===== src/rtl/instr_mem_loader.sv =====
// instr_mem_loader
// Loads the instruction memory from a host byte stream. Bytes arrive over a
// valid/ready handshake. Every 4 bytes are packed MSB first into one word,
// and each word is written to the next address, starting at 0. The load
// ends after HALT_WORD is written or after the last memory address is
// written. cpu_hold keeps the CPU stalled until the load is complete.
//
// Ports
//   clk        system clock, rising edge
//   reset      asynchronous active-low reset
//   start      one-cycle pulse; begins a load from IDLE or DONE
//   in_data    stream byte
//   in_valid   in_data is valid
//   in_ready   a byte is accepted this cycle
//   wr_en      memory write strobe, one cycle per word
//   wr_addr    word address being written
//   wr_data    word being written
//   busy       load in progress (RECV or WRITE)
//   done       load complete; held until the next start or reset
//   cpu_hold   CPU stall; low only in DONE
//   word_count words written in the current or last load
//
// state | meaning
// IDLE  | waiting for the first start after reset
// RECV  | collecting bytes of the current word
// WRITE | single-cycle write strobe for the assembled word
// DONE  | load finished, CPU released, waiting for a new start
module instr_mem_loader #(
   parameter int                 DEPTH     = 2048,
   parameter int                 ADDR_W    = 11,
   parameter int                 tam       = 32,
   parameter logic [tam-1:0]     HALT_WORD = 32'hFFFFFFFF
) (
   input  logic              clk,
   input  logic              reset,
   input  logic              start,
   input  logic [7:0]        in_data,
   input  logic              in_valid,
   output logic              in_ready,
   output logic              wr_en,
   output logic [ADDR_W-1:0] wr_addr,
   output logic [tam-1:0]    wr_data,
   output logic              busy,
   output logic              done,
   output logic              cpu_hold,
   output logic [ADDR_W:0]   word_count
);

   typedef enum logic [1:0] {IDLE, RECV, WRITE, DONE} state_t;

   state_t         state;
   logic [1:0]     byte_cnt;
   logic [tam-1:0] shreg;
   logic [tam-1:0] next_word;

   assign next_word = {shreg[tam-9:0], in_data};

   always_ff @(posedge clk or negedge reset) begin
      if (!reset) begin
         state      <= IDLE;
         in_ready   <= 1'b0;
         wr_en      <= 1'b0;
         wr_addr    <= '0;
         wr_data    <= '0;
         busy       <= 1'b0;
         done       <= 1'b0;
         cpu_hold   <= 1'b1;
         word_count <= '0;
         byte_cnt   <= '0;
         shreg      <= '0;
      end else begin
         wr_en <= 1'b0;
         case (state)
            IDLE, DONE: begin
               if (start) begin
                  state      <= RECV;
                  wr_addr    <= '0;
                  word_count <= '0;
                  byte_cnt   <= '0;
                  done       <= 1'b0;
                  cpu_hold   <= 1'b1;
                  busy       <= 1'b1;
                  in_ready   <= 1'b1;
               end
            end
            RECV: begin
               if (in_valid && in_ready) begin
                  shreg    <= next_word;
                  byte_cnt <= byte_cnt + 2'd1;
                  if (byte_cnt == 2'd3) begin
                     wr_data  <= next_word;
                     wr_en    <= 1'b1;
                     in_ready <= 1'b0;
                     state    <= WRITE;
                  end
               end
            end
            WRITE: begin
               word_count <= word_count + 1'b1;
               // The last address ends the load, so wr_addr never wraps to 0.
               if (wr_data == HALT_WORD || wr_addr == ADDR_W'(DEPTH - 1)) begin
                  state    <= DONE;
                  done     <= 1'b1;
                  cpu_hold <= 1'b0;
                  busy     <= 1'b0;
                  in_ready <= 1'b0;
               end else begin
                  wr_addr  <= wr_addr + 1'b1;
                  in_ready <= 1'b1;
                  state    <= RECV;
               end
            end
            default: state <= IDLE;
         endcase
      end
   end

endmodule


===== config.mk =====
export PLATFORM = sky130hd
export DESIGN_NAME = instr_mem_loader
export DESIGN_NICKNAME = d
export VERILOG_FILES = /design/src/rtl/instr_mem_loader.sv
export SDC_FILE = /design/constraint.sdc
export NUM_CORES = 1
export LEC_CHECK = 0
export ABC_AREA = 0
export BUFFER_PORTS_ARGS = -buffer_cell sky130_fd_sc_hd__buf_2
export CORE_UTILIZATION = 40
export DETAILED_ROUTE_END_ITERATION = 12
export PLACE_DENSITY = 0.72
export SLEW_MARGIN = 20
export SYNTH_ARGS = -nofsm -noshare
export SYNTH_HDL_FRONTEND = slang
export SYNTH_SLANG_ARGS = --single-unit

===== constraint.sdc =====
create_clock -name clk -period 3 [get_ports clk]
set_clock_uncertainty 0.2 [all_clocks]
set_input_delay 0.45 -clock clk [delete_from_list [all_inputs] [get_ports clk]]
set_output_delay 0.45 -clock clk [all_outputs]
set_load 0.02 [all_outputs]

==> summary.txt <==
Timing
  • Final setup viols: 0
  • RSZ-0062 raised after global routing: false
  • Max Slew Vio Count: 0
  • Peak Freq: ~0.41 GHz
  • Part of the cycle the worst path needs: roughly four fifths
  • Measured slew at the worst slew-check pin: a little under 0.7 ns
  • Tmin final: 2.43 ns
  • Hold Fails Final Rpt: 0
  • Slew headroom: between 50% and 60%
  • TNS Setup: 0 ns

Die
  • Core Footprint: 9370 um2
  • Starting density of the core: a little over two fifths
  • Die W: approximately 100 um
  • Row cnt: 35
  • Ports: 72
  • Height of the die: 101 um
  • Die Footprint: roughly 10000 um2

Synth
  • Synth cell types: 42
  • Gate Count Post-Synth: between 300 and 400
  • Synth area leaders: dfrtp_1, mux2_2, nand2_1
  • Post-synth EDFFs: 0
  • Top-count cell post-synth: nand2_1
  • Synth Area in Simple Gates: 19.3%
  • Synth Area in Adders: 1.92%
  • Top post-synthesis cells by count: nand2_1, dfrtp_1, mux2_2
  • Post-synthesis xor/xnor area fraction: less than 1%
  • Largest family of logic cells by synthesized area: simple AND/OR/NAND/NOR gates
  • Yosys reg bits: 88
  • Synth Area in Compound Gates: under 10%
  • Post-Syn Area: 3920 um2
  • Sequential share of the synthesized area: a little under three fifths
  • Mapped Avg Cell Area: 10.6 um2
  • Net count after synthesis: 388
  • Top cell type's share of synthesized area: approximately 56%
  • Mux share of post-synthesis cell area: between 10 and 15%
  • Async SR Flop Fraction: 100%
  • Main synth FF type: dfrtp_1
  • YS warnings: 0
  • Area leader, netlist: dfrtp_1

Critical path
  • CP Data Required Time: about 3.0 ns
  • CP peak stage delay: ~0.60 ns
  • CP arrival: 2.44 ns
  • CP Capture Type: register
  • CP Launch Type: register
  • Critical Path, Cell by Cell: inv_1, ha_1, nand2b_1, o21ai_1, nor2_1, nor2_1
  • Most used cell, CP: nor2_1
  • Crit-path max FO: 10
  • Critical path class: reg -> reg
  • Crit path max-delay cell type: nor2_1

Layout
  • Area Growth Syn to Fin: 18.8%
  • Non-filler instance count after layout: ~580
  • Diode count: 0
  • # nets final: 460
  • Layout cell share with drive strength beyond 1: roughly 30%

Route
  • Avg WL per Cell: between 10 and 15 um
  • DRT antenna net count: 0
  • DR vias: around 3000
  • Post-route DRC: 0
  • Pre-Repair DR Iteration Count: 4
  • Post-Route WL: approximately 8.5 mm
  • Initial drt markers: approximately 210
  • Via density: about 5.2

CTS
  • CTS HTree Levels: 3
  • CTS buffer count: 9
  • Post_cts resized: 0
  • Clock slew at reported path FFs: ~0.1 ns
  • TritonCTS sink count: just under 90
  • CTS tree: yes
  • Root Buffer: clkbuf_8
  • Clk buf depth: 2
  • Clock Latency Late Sink: ~0.36 ns

Worst hold path
  • Worst hold path type: in -> reg

Placement
  • IO Port Bufs: 71
  • Dpl hpwl: 5.86 mm
  • Gp weighted congestion: ~0.86
  • Dpl cells: ~560

Global route
  • Antenna violations before repair: 0
  • Largest net degree at the start of global routing: 89
  • Vias in the first global route: around 3000
  • Total track usage: roughly 18%
  • Total gr overflow: 0
  • First-pass GRT wire length: 14.3 mm

Pwr
  • Peak VDD IR: 356 uV
  • Total power: ~3.9 mW
  • Leak: around 2.4 nW
  • PD cells: 846 nW/um2

Flow run
  • Max cap viols: 0

Outcome
  • Outcome: complete, no violations
==> registers in the layout, indices dropped and copies added (netlist names), 2 cells and up <==
signal	count
wr_addr	11
word_count	12
byte_cnt	2
wr_data	32
state	2
shreg	24
==> repair_timing <==
action                    in CTS  in global routing
hold buffers                   1                  0
hold endpoints to repair      87                  0
setup buffers                  0                  0
==> through the flow <==
| stage | hold WS [ns] | cell area [um2] | setup slack (ns) | util, % |
|---|---|---|---|---|
| finish | 0.0824 | 4660 | 0.572 | 49.7 |
| global route | 0.0679 | 4660 | 0.297 | 49.7 |
| CTS | 0.0665 | 4660 | 0.524 | 49.7 |
| detailed placement | 0.261 | 4420 | 0.546 | 47.2 |
| global placement | 0.259 | 4420 | 0.665 | 47.2 |
| floorplan | -0.0456 | 3920 | 0.894 | - |
==> cells in the final DEF, fill, tap and decap left out, drive strengths merged, types with 3 or more instances in the layout <==
master,count
ha,6
o21ai,11
a21o,3
buf,77
a22o,4
nand4,13
or3,3
a221o,3
nor3,8
and3,5
nor2,11
xnor2,3
nand2,97
dfrtp,87
inv,12
mux2,34
clkbuf,9
a21oi,8
a31oi,6
o311ai,4
nand3,15
==> kinds of logic (layout without fill, tap and decap cells) <==
group	Yosys count	count (layout)
AOI/OAI and AO/OA	48	48
xor gates and xnor gates	3	3
adders and majority gates	6	6
buffers and inverters	26	103
DFF	88	88
muxes	36	36
and+or+nand+nor	163	163
==> power breakdown <==
part	switching, mW	leakage, nW	total, mW	internal [mW]
clock	0.455	0.112	0.934	0.480
sequential	0.262	1.17	1.77	1.51
combinational	0.792	1.16	1.24	0.448
total	1.51	2.45	3.94	2.43
==> routing by layer <==
metal / global-route usage (%) / vias up / part of all wire, %
met2: 28.5 / 88 / 47
li1: - / 1443 / -
met4: 7.25 / 0 / 1.6
met3: 4.30 / 12 / 5.1
met5: 0 / - / 0
met1: 24.6 / 1444 / 47
==> final cells by class <==
type	count	area (um2)
clock inverter	7	101
multi-input combinational	256	1610
tap	129	161
sequential	88	2200
clock buffer	9	124
inverter	9	33.8
timing repair buffer	78	425
fill	895	4720
==> worst max-delay path, delay by kind of cell (launching register included) <==
family | cells | cell delay [ns]
AOI/OAI and AO/OA | 1 | 0.30
adders and majority gates | 1 | 0.38
buffers and inverters | 1 | 0.06
DFF | 1 | 0.39
and+or+nand+nor | 3 | 0.95
==> path summary, 6_finish.rpt <==
path	depth (start not counted)	end	slack, ns	start
min in group asynchronous	3	wr_data[3]	0.47	reset
max reg2reg	6	word_count[7]	0.57	state[0]
min	3	shreg[7]	0.08	in_data[7]
max in group asynchronous	3	cpu_hold	1.74	reset
max	6	word_count[7]	0.57	state[0]
min reg2reg	2	shreg[16]	0.28	shreg[16]
(Power assumes the default switching activity.)
